==> src/rtl/arm_ctrl_pkg.sv <==
// Shared encodings for the ARM decode/execute control path.
package arm_ctrl_pkg;

    localparam logic [1:0] MODE_ALU = 2'b00;
    localparam logic [1:0] MODE_MEM = 2'b01;
    localparam logic [1:0] MODE_BR  = 2'b10;

    localparam logic [3:0] OP_AND = 4'b0000;
    localparam logic [3:0] OP_EOR = 4'b0001;
    localparam logic [3:0] OP_SUB = 4'b0010;
    localparam logic [3:0] OP_ADD = 4'b0100;
    localparam logic [3:0] OP_ADC = 4'b0101;
    localparam logic [3:0] OP_SBC = 4'b0110;
    localparam logic [3:0] OP_TST = 4'b1000;
    localparam logic [3:0] OP_CMP = 4'b1010;
    localparam logic [3:0] OP_ORR = 4'b1100;
    localparam logic [3:0] OP_MOV = 4'b1101;
    localparam logic [3:0] OP_MVN = 4'b1111;
    localparam logic [3:0] OP_MEM = 4'b0100;

    localparam logic [3:0] EXE_NOP = 4'b0000;
    localparam logic [3:0] EXE_MOV = 4'b0001;
    localparam logic [3:0] EXE_ADD = 4'b0010;
    localparam logic [3:0] EXE_ADC = 4'b0011;
    localparam logic [3:0] EXE_SUB = 4'b0100;
    localparam logic [3:0] EXE_SBC = 4'b0101;
    localparam logic [3:0] EXE_AND = 4'b0110;
    localparam logic [3:0] EXE_ORR = 4'b0111;
    localparam logic [3:0] EXE_EOR = 4'b1000;
    localparam logic [3:0] EXE_MVN = 4'b1001;
    localparam logic [3:0] EXE_MUL = 4'b1010;

    localparam logic [3:0] COND_EQ = 4'b0000;
    localparam logic [3:0] COND_NE = 4'b0001;
    localparam logic [3:0] COND_CS = 4'b0010;
    localparam logic [3:0] COND_CC = 4'b0011;
    localparam logic [3:0] COND_MI = 4'b0100;
    localparam logic [3:0] COND_PL = 4'b0101;
    localparam logic [3:0] COND_VS = 4'b0110;
    localparam logic [3:0] COND_VC = 4'b0111;
    localparam logic [3:0] COND_HI = 4'b1000;
    localparam logic [3:0] COND_LS = 4'b1001;
    localparam logic [3:0] COND_GE = 4'b1010;
    localparam logic [3:0] COND_LT = 4'b1011;
    localparam logic [3:0] COND_GT = 4'b1100;
    localparam logic [3:0] COND_LE = 4'b1101;
    localparam logic [3:0] COND_AL = 4'b1110;
    localparam logic [3:0] COND_NV = 4'b1111;

    typedef struct packed {
        logic       mem_read;
        logic       mem_write;
        logic       wb_en;
        logic       b;
        logic       s_upd;
        logic       mul;
        logic [3:0] exe_cmd;
    } ctrl_t;

    localparam ctrl_t CTRL_BUBBLE = '0;

endpackage

==> src/rtl/cond_check.sv <==
// Condition-code evaluation against NZCV; shared by decode and execute.
module cond_check
    import arm_ctrl_pkg::*;
(
    input  logic [3:0] cond,
    input  logic [3:0] nzcv,
    output logic       pass
);

    logic n, z, c, v;

    assign {n, z, c, v} = nzcv;

    always_comb begin
        pass = 1'b0;
        unique case (cond)
            COND_EQ: pass = z;
            COND_NE: pass = !z;
            COND_CS: pass = c;
            COND_CC: pass = !c;
            COND_MI: pass = n;
            COND_PL: pass = !n;
            COND_VS: pass = v;
            COND_VC: pass = !v;
            COND_HI: pass = c && !z;
            COND_LS: pass = !c || z;
            COND_GE: pass = (n == v);
            COND_LT: pass = (n != v);
            COND_GT: pass = !z && (n == v);
            COND_LE: pass = z || (n != v);
            COND_AL: pass = 1'b1;
            COND_NV: pass = 1'b0;
        endcase
    end

endmodule

==> src/rtl/id_ctrl_stage.sv <==
// Registered ARM decode stage: decode, condition gating, bubbles and MUL issue blocking.
module id_ctrl_stage
    import arm_ctrl_pkg::*;
#(
    parameter int CMD_W       = 4,
    parameter int MUL_CYCLES  = 4,
    parameter int SUPPORT_MUL = 1
) (
    input  logic             clk,
    input  logic             rst_n,
    input  logic             in_valid,
    output logic             in_ready,
    input  logic [1:0]       mode,
    input  logic [3:0]       opcode,
    input  logic             s,
    input  logic [3:0]       cond,
    input  logic             mul_flag,
    input  logic [3:0]       nzcv,
    input  logic             hazard,
    input  logic             flush,
    output logic             out_valid,
    output logic             out_mem_read,
    output logic             out_mem_write,
    output logic             out_wb_en,
    output logic             out_b,
    output logic             out_s_upd,
    output logic             out_mul,
    output logic [CMD_W-1:0] out_exe_cmd,
    output logic             busy
);

    localparam int CNT_W = $clog2(MUL_CYCLES);

    localparam logic [0:0] S_IDLE = 1'b0;
    localparam logic [0:0] S_MUL  = 1'b1;

    logic [0:0]       state_q, state_d;
    logic [CNT_W-1:0] cnt_q, cnt_d;
    logic             valid_q, valid_d;
    ctrl_t            ctrl_q, ctrl_d;

    ctrl_t dec;
    logic  dec_ok;
    logic  pass;
    logic  accept;

    cond_check u_cond (
        .cond (cond),
        .nzcv (nzcv),
        .pass (pass)
    );

    always_comb begin
        dec       = CTRL_BUBBLE;
        dec.wb_en = 1'b1;
        dec.s_upd = s;
        dec_ok    = 1'b1;
        if (mul_flag && mode == MODE_ALU) begin
            if (SUPPORT_MUL != 0) begin
                dec.mul     = 1'b1;
                dec.exe_cmd = EXE_MUL;
            end else begin
                dec_ok = 1'b0;
            end
        end else begin
            unique case (mode)
                MODE_MEM: begin
                    dec.exe_cmd = EXE_ADD;
                    dec_ok      = (opcode == OP_MEM);
                    if (s) begin
                        dec.mem_read = 1'b1;
                    end else begin
                        dec.mem_write = 1'b1;
                        dec.wb_en     = 1'b0;
                    end
                end
                MODE_BR: begin
                    dec.b     = 1'b1;
                    dec.wb_en = 1'b0;
                    dec.s_upd = 1'b0;
                end
                MODE_ALU: begin
                    unique case (opcode)
                        OP_MOV: dec.exe_cmd = EXE_MOV;
                        OP_MVN: dec.exe_cmd = EXE_MVN;
                        OP_ADD: dec.exe_cmd = EXE_ADD;
                        OP_ADC: dec.exe_cmd = EXE_ADC;
                        OP_SUB: dec.exe_cmd = EXE_SUB;
                        OP_SBC: dec.exe_cmd = EXE_SBC;
                        OP_AND: dec.exe_cmd = EXE_AND;
                        OP_ORR: dec.exe_cmd = EXE_ORR;
                        OP_EOR: dec.exe_cmd = EXE_EOR;
                        OP_CMP: begin
                            dec.exe_cmd = EXE_SUB;
                            dec.wb_en   = 1'b0;
                            dec_ok      = s;
                        end
                        OP_TST: begin
                            dec.exe_cmd = EXE_AND;
                            dec.wb_en   = 1'b0;
                            dec_ok      = s;
                        end
                        default: dec_ok = 1'b0;
                    endcase
                end
                default: dec_ok = 1'b0;
            endcase
        end
    end

    assign in_ready = rst_n && !flush && (state_q == S_IDLE) && !hazard;
    assign accept   = in_valid && in_ready;

    // Undefined or cond-failed instructions are still consumed, just not issued.
    always_comb begin
        state_d = state_q;
        cnt_d   = cnt_q;
        valid_d = 1'b0;
        ctrl_d  = CTRL_BUBBLE;
        if (flush) begin
            state_d = S_IDLE;
            cnt_d   = '0;
        end else if (state_q == S_MUL) begin
            cnt_d = cnt_q - 1'b1;
            if (cnt_q == CNT_W'(1)) begin
                state_d = S_IDLE;
            end
        end else if (accept && dec_ok && pass) begin
            valid_d = 1'b1;
            ctrl_d  = dec;
            if (dec.mul) begin
                state_d = S_MUL;
                cnt_d   = CNT_W'(MUL_CYCLES - 1);
            end
        end
    end

    always_ff @(posedge clk) begin
        if (!rst_n) begin
            state_q <= S_IDLE;
            cnt_q   <= '0;
            valid_q <= 1'b0;
            ctrl_q  <= CTRL_BUBBLE;
        end else begin
            state_q <= state_d;
            cnt_q   <= cnt_d;
            valid_q <= valid_d;
            ctrl_q  <= ctrl_d;
        end
    end

    assign out_valid     = valid_q;
    assign out_mem_read  = ctrl_q.mem_read;
    assign out_mem_write = ctrl_q.mem_write;
    assign out_wb_en     = ctrl_q.wb_en;
    assign out_b         = ctrl_q.b;
    assign out_s_upd     = ctrl_q.s_upd;
    assign out_mul       = ctrl_q.mul;
    assign out_exe_cmd   = CMD_W'(ctrl_q.exe_cmd);
    assign busy          = (state_q == S_MUL);

endmodule

==> config.mk <==
export PLATFORM = sky130hd
export DESIGN_NAME = id_ctrl_stage
export DESIGN_NICKNAME = d
export VERILOG_FILES = /design/src/rtl/arm_ctrl_pkg.sv /design/src/rtl/cond_check.sv /design/src/rtl/id_ctrl_stage.sv
export SDC_FILE = /design/constraint.sdc
export NUM_CORES = 1
export LEC_CHECK = 0
export CAP_MARGIN = 20
export CORE_AREA = 2 2 48 50
export DETAILED_ROUTE_END_ITERATION = 10
export DIE_AREA = 0 0 50 52
export PLACE_DENSITY_LB_ADDON = 0.25
export SLEW_MARGIN = 20
export SYNTH_ARGS = -nofsm -noshare
export SYNTH_HDL_FRONTEND = slang
export SYNTH_HIERARCHICAL = 1
export SYNTH_SLANG_ARGS = --single-unit
==> constraint.sdc <==
create_clock -name clk -period 2.7 [get_ports clk]
set_input_delay 0.54 -clock clk [delete_from_list [all_inputs] [get_ports clk]]
set_output_delay 0.54 -clock clk [all_outputs]
set_load 0.02 [all_outputs]
# After elaboration in Yosys (flattened, before gate mapping)
# Cells that the tools add are included.
# word_totals
in_bits	21
word_cells	100
register_bits	14
out_inout_bits	13
# classes
bitwise_logic	4
reduce_logical	32
n_eq_ne	30
n_addsub	1
n_mux	22
# op_table
operator	n
$eq A4 B4 Y1 const B	13
$pmux W4 S9	1
$eq A4 B3 Y1 const B	7
$pmux W1 S16	1
$eq A4 B2 Y1 const B	3
$mux W2	5
$logic_and A1 B1 Y1	9
$mux W1	9
$reduce_or A9 Y1	1
$eq A4 B1 Y1 const B	2
$logic_not A4 Y1	2
$pmux W4 S2	1
$reduce_or A2 Y1	4
$logic_not A1 Y1	6
$pmux W1 S3	2
$reduce_or A6 Y1	1
$reduce_or A5 Y1	1
$eq A2 B1 Y1 const B	2
$mux W4	1
$not A1 Y1	4
$reduce_bool A2 Y1	2
$reduce_or A4 Y1	1
$mux W3	1
$reduce_or A3 Y1	1
8 further kinds	9

# Depth between registers and ports, before layout
# Gate-level depths: netlist of run 1.
# depth
depth_word	9
mapped_depth	10
depth_no_buf	9

# Hierarchy
# The synthesis of run 1 kept the hierarchy.
# by_module_without_submodules
module	cells_each	area_each_um2	seq_area_each_um2	instances
id_ctrl_stage	71	671.9	280.3	1
cond_check	23	155.1	0.0	1

# Least setup slack after synthesis of run 1
# OpenSTA, ideal clock, no wires.
# synth_timing
kind	input to register
start	input port cond[1]
end	register cnt_q[0]
slack_ns	0.591
n_path_buf	1
t_arrival_ns	1.989
required_ns	2.580
stages	9
setup_time_ns	0.120
path_cell_list	clkbuf_1 -> mux2i_1 -> xnor2_1 -> a311oi_1 -> o22ai_1 -> and3_1 -> nand3_1 -> inv_1 -> o31a_1
# synth_between
elab_chain_cells	5
word_cells_on_any_way	20
classes_between	eq/ne (15); mux (1); reduce/logical (4)
# synth_lines
element	line_no	text
start, declared	id_ctrl_stage.sv:16	input logic [3:0] cond,
$eq A4 B4 Y1, or another cell as far along	cond_check.sv:16	unique case (cond)
$pmux W1 S16 (*)	cond_check.sv:16	
net pass	id_ctrl_stage.sv:44	logic pass;
$logic_and A1 B1 Y1 (*)	id_ctrl_stage.sv:128	end else if (accept && dec_ok && pass) begin
$reduce_bool A2 Y1 (no source line) (*)	n/a	
$reduce_and A2 Y1 (no source line) (*)	n/a	
end signal, assigned	id_ctrl_stage.sv:146	cnt_q <= cnt_d;
end, declared	id_ctrl_stage.sv:38	logic [CNT_W-1:0] cnt_q, cnt_d;
# Mark *: on every way through the listed nets, which the timed path passes. The rest lies on a longest branch.
# A chain may end at the register's enable or synchronous reset.

# Worst setup path in the final report of run 1
# layout_timing
start	input port flush
end	output port in_ready
# layout_between
elab_chain_cells	4
# layout_lines
element	line_no	text
start, declared	id_ctrl_stage.sv:20	input logic flush,
$logic_not A1 Y1	id_ctrl_stage.sv:111	assign in_ready = rst_n && !flush && (state_q == S_IDLE) && !hazard;
$logic_and A1 B1 Y1 (3 in a row)	id_ctrl_stage.sv:111	
end, declared	id_ctrl_stage.sv:12	output logic in_ready,
# Every way passes these cells.

==> results of run 1 <==
## worst reg2reg max path, stage by stage, from the launching register on
cell and delay [ns]:
dfxtp_1 0.38, nor4b_2 0.38, buf_4 0.18, and3_1 0.20, nand2_1 0.08, a2111oi_1 0.33
## final timing paths
kind                         end     start  depth (start not counted)
setup / recovery        in_ready     flush                          3
hold / removal          cnt_q[0]  cnt_q[0]                          1
setup reg to reg  out_exe_cmd[2]      busy                          5
hold reg to reg         cnt_q[0]  cnt_q[0]                          1
## stage by stage
stage	instance area (um^2)	total power [mW]
6_report	1230	0.453
5_1_grt	1230	0.477
4_1_cts	1230	0.456
3_5_place_dp	1190	0.311
3_3_place_gp	1190	0.310
2_1_floorplan	827	0.267
## kinds of logic (layout without fill, tap and decap cells)
| family | Yosys count | in the layout | share of synthesized area |
|---|---|---|---|
| XOR/XNOR | 6 | 6 | 0.0635 |
| adder cells (fa/ha/maj) | 1 | 1 | 0.0151 |
| AND/OR/NAND/NOR | 35 | 35 | 0.268 |
| buffers and inverters | 12 | 49 | 0.0877 |
| flip-flops | 14 | 14 | 0.339 |
| multiplexers | 1 | 1 | 0.0121 |
| AO/OA/AOI/OAI | 25 | 25 | 0.215 |
## layout make-up
class	instances	area, um^2
tap	28	35.0
inverter	5	18.8
timing repair buffer	40	383
clock buffer	4	36.3
sequential	14	280
fill	194	878
multi-input combinational	68	474
## sequential cells by signal, indices dropped and copies added, names as in the netlist
| signal | count |
|---|---|
| out_exe_cmd | 4 |
| cnt_q | 2 |
| busy | 1 |
| out_b | 1 |
| out_mem_read | 1 |
| out_mem_write | 1 |
| out_mul | 1 |
| out_s_upd | 1 |
| out_valid | 1 |
| out_wb_en | 1 |
## power breakdown
part / leakage (nW) / internal (mW) / switching [mW] / total, mW
Clock: 0.0210 / 0.0818 / 0.0639 / 0.146
Combinational: 0.328 / 0.0549 / 0.0447 / 0.0997
Sequential: 0.113 / 0.207 / 0.000236 / 0.207
Total: 0.462 / 0.344 / 0.109 / 0.453
## layout by cell type (no fill, tap or decap), types with 3 or more instances in the layout
cell type        count
xor2_1               5
clkbuf_4             3
nor3_1               3
a211oi_1             3
nand3_1              5
nand2_1              3
nor2_1               8
a21oi_1              7
clkdlybuf4s50_1     33
nand2b_1             4
buf_4                7
nor4b_1              3
dfxtp_1             14
inv_1                5
## metal layers
| layer | GRT usage | part of all wire | vias up |
|---|---|---|---|
| li1 | - | - | 421 |
| met1 | 0.183 | 0.44 | 359 |
| met2 | 0.239 | 0.48 | 30 |
| met3 | 0.0201 | 0.069 | 2 |
| met4 | 0.0556 | 0.0096 | 0 |
| met5 | 0 | 0 | - |
==> flow_summary.toml, run 1 <==
[clock_tree]
hold_buffers = 0
numCtsBuffers = 3
post-cts-setup-buffer-count = 0
path_clk_slew_ns = 0.08
h-tree-depth = 1
cts_tree = "yes"
clk_latency_ns = 0.27
cts-resized-gates = 0
cts_root_buf = "clkbuf_4"
cts.sinks = 14
cts_buffer_depth = 2

[yosys]
synth_fp_nets = 116
syn_inst = 94
syn_area_um2 = 827
synthArstFlopShare = 0
ys_top_cells_by_count = "14 x dfxtp_1, 8 x nor2_1, 7 x a21oi_1"
ys_ff_latch = 14
avgSynthCellArea_um2 = 8.80
synth_warnings = 6
synthMostInstantiatedCell = "dfxtp_1"
yosysSeqAreaShare = 0.339
yosysUniqueCellTypes = 40
ys.flop_type = "dfxtp_1"
synthTopCellsByArea = "dfxtp_1 34%, xor2_1 5.3%, a21oi_1 4.2%, nor2_1 3.6%, nor4b_1 3.2%"
yosysTopAreaCellShare = 0.339
synth_edf_count = 0
yosys.area.top_type = "dfxtp_1"

[layout]
final_layout_size_suffix_gt1_frac = 0.122
stdcell_count = 159
syn_to_final_growth_pct = 48.4
antenna_cells = 0
nNetsFinal = 154
finish.utilization = 0.583

[die]
die_y_um = 52
die_w_um = 50
rows = 17
design.core.area_um2 = 2110
die_area_um2 = 2600
start_util = 0.393
io_pins = 34

[critical_path]
cp-end-kind = "output port"
crit_path_top_delay_cell = "clkdlybuf4s50_1"
worstPathCellList = "clkdlybuf4s50_1 -> nor4b_2 -> clkdlybuf4s50_1"
r2r_setup_slack_ns = 1.04
critical_path_class = "in2out"
cp_top_family = "buffers and inverters"
cp_max_fo = 2
path_common_cell = "clkdlybuf4s50_1"
crit_buf_inv = 2
critPathArrivalTime_ns = 1.99
critPathRequiredTime_ns = 2.16
slowest_delay_ns = 0.66
start_kind = "input pin"

[grt]
grt-ovfl-total = 0
grt_pass1_wl_mm = 2.90
track_usage = 0.142
antenna_found_initial = 0
grt_start_max_net_pins = 10
grt_pass1_vias = 683

[placed_design]
post-place-ws_ns = -0.0318
portBuffers = 33
detailed_place_hpwl_mm = 1.44
gp_congestion = 0.811
dp.cells = 155

[detailed_routing]
routed_wl_mm = 1.77
ant_nets = 0
wl_per_cell_um = 11.1
drt-initial-drc-count = 13
vias = 812
routed_via_density = 5.11
drc = 0
drt_pass1_iterations = 4

[power_and_ir_drop]
power.density_nw_per_um2 = 369
peakVddDrop_uv = 184
power.leakage_nw = 0.462

[timing]
period_needed_ns = 2.53
hold_ws_ns = 0.530
setup_viol = 0
final.setup.tns_ns = 0
max_freq_mhz = 395
period_share = 0.936
max_slew_margin = 0.539
setup_ws_ns = 0.171
tightest_slew_ns = 0.681
hold_violations = 0
skew_ns = 0.00158
rsz0062_at_grt = "false"
slew_violations = 0

[outcome]
status = "completed"

[hold_path]
min_path_type = "reg2reg"

[flow_run]
maxCapViolations = 0
Power figures use the tool's default switching activity.
==> run 2, diff against run 1 <==
- CAP_MARGIN: 20 -> 0
==> results of run 2 <==
Same layout as run 1: the final DEF is identical, and so are final timing and power.
==> run 3, diff against run 2 <==
- CORE_AREA: 2 2 48 50 -> 2 2 50 52
- DIE_AREA: 0 0 50 52 -> 0 0 52 54
- MAX_ROUTING_LAYER: default -> met4
- PLACE_DENSITY: default -> 0.7
- PLACE_DENSITY_LB_ADDON: 0.25 -> default
==> flow_summary.toml, run 3 (same netlist as run 1, synthesis figures left out) <==
[clock_tree]
clk_latency_ns = 0.28
h-tree-depth = 1
cts_tree = "yes"
cts.sinks = 14
numCtsBuffers = 3
path_clk_slew_ns = 0.08
cts_root_buf = "clkbuf_4"
cts_buffer_depth = 2

[timing]
period_share = 0.929
max_freq_mhz = 399
setup_ws_ns = 0.191
tightest_slew_ns = 0.634
skew_ns = 0.00247
rsz0062_at_grt = "false"
max_slew_margin = 0.571
hold_ws_ns = 0.526
hold_violations = 0
final.setup.tns_ns = 0
slew_violations = 0
period_needed_ns = 2.51
setup_viol = 0

[critical_path]
worstPathCellList = "clkdlybuf4s50_1 -> xor2_2 -> xor2_1 -> a2111oi_1 -> a311oi_1 -> o22ai_1 -> and3_1 -> nand2_1 -> a2111oi_1"
reg2reg_depth = 5
r2r_setup_slack_ns = 1.07
start_kind = "input pin"
critPathRequiredTime_ns = 2.86
critPathArrivalTime_ns = 2.67
critical_path_class = "in2reg"
cp-end-kind = "register"
path_common_cell = "a2111oi_1"
slowest_delay_ns = 0.46
cp_max_fo = 3
crit_path_top_delay_cell = "clkdlybuf4s50_1"

[layout]
largest_reg_flops = 4
antenna_cells = 0
seq_area_um2 = 280
multiInputGateArea_um2 = 482
final_common_cell = "clkdlybuf4s50_1"
nNetsFinal = 154
final_layout_size_suffix_gt1_frac = 0.130
stdcell_count = 161
nFillCells = 212
syn_to_final_growth_pct = 49.6
layout_common_cells = "33 x clkdlybuf4s50_1, 14 x dfxtp_1, 8 x nor2_1"

[grt]
antenna_found_initial = 0
grt_pass1_wl_mm = 2.87
grt-ovfl-total = 0
track_usage = 0.139
grt_pass1_vias = 748
grt_start_max_net_pins = 10

[placed_design]
post-place-ws_ns = -0.0749
detailed_place_hpwl_mm = 1.51
dp.cells = 157
gp_congestion = 0.825
portBuffers = 33

[detailed_routing]
drc = 0
routed_via_density = 5.24
routed_wl_mm = 1.85
wl_per_cell_um = 11.5
drt-initial-drc-count = 5
drt_pass1_iterations = 4
ant_nets = 0
vias = 844

[die]
rows = 18
die_y_um = 54
die_area_um2 = 2810
die_w_um = 52
start_util = 0.357
design.core.area_um2 = 2320
io_pins = 34

[power_and_ir_drop]
seq_power_share = 0.457
power.leakage_nw = 0.463
intPower_mw = 0.344
peakVddDrop_uv = 189
p_comb_frac = 0.221
pwr-share-clk = 0.322
finalPower_mw = 0.454
p_sw_mw = 0.109
p_sw_frac = 0.241
power.density_nw_per_um2 = 367

[hold_path]
holdPathStages = 1
min_path_type = "reg2reg"

[outcome]
status = "completed"

[flow_run]
maxCapViolations = 0
[run 3: cell counts in the layout (fill, tap and decap cells not counted)]
Identical to the previous run, type by type.
[run 3: repair_timing]
action,4_1_cts,5_1_grt
resized for setup,0,1
setup endpoints to repair,0,1
buffers inserted,0,0
hold buffers,0,0
[run 3: critical path, delay by kind of cell]
kind / cells / cell delay (ns)
AND/OR/NAND/NOR: 2 / 0.32
buffers and inverters: 1 / 0.46
XOR/XNOR: 2 / 0.35
AO/OA/AOI/OAI: 4 / 0.99
[run 3: path summary, 6_finish.rpt]
| path | startpoint | endpoint |
|---|---|---|
| max reg2reg | busy | out_exe_cmd[2] |
| min reg2reg | cnt_q[0] | cnt_q[0] |
| min | cnt_q[0] | cnt_q[0] |
| max | nzcv[3] | out_exe_cmd[2] |
[run 3: layout make-up]
type                            instances  area share
Multi-Input combinational cell         68       0.389
Tap cell                               30      0.0303
Inverter                                5      0.0152
Sequential cell                        14       0.226
Clock buffer                            4      0.0293
Timing Repair Buffer                   40       0.309
[run 3: per-stage QoR]
stage | util | area [um^2]
floorplan | - | 827
global placement | 0.515 | 1190
detailed placement | 0.515 | 1190
CTS | 0.530 | 1230
global route | 0.533 | 1240
finish | 0.533 | 1240
[run 3: power by group through the flow]
stage / sequential, mW / combinational (mW) / clock, mW
2_1_floorplan: 0.213 / 0.0535 / 0
6_report: 0.207 / 0.101 / 0.146
3_5_place_dp: 0.212 / 0.0985 / 0
5_1_grt: 0.207 / 0.110 / 0.161
4_1_cts: 0.207 / 0.0993 / 0.151
3_3_place_gp: 0.212 / 0.0976 / 0
[run 3: layer usage]
metal  wire length, um  track usage  vias to the layer above
met5                 0            -                        -
met4                54       0.0921                        0
met3               129       0.0139                        6
met2               900        0.251                       32
met1               771        0.144                      386
li1                  -            -                      420
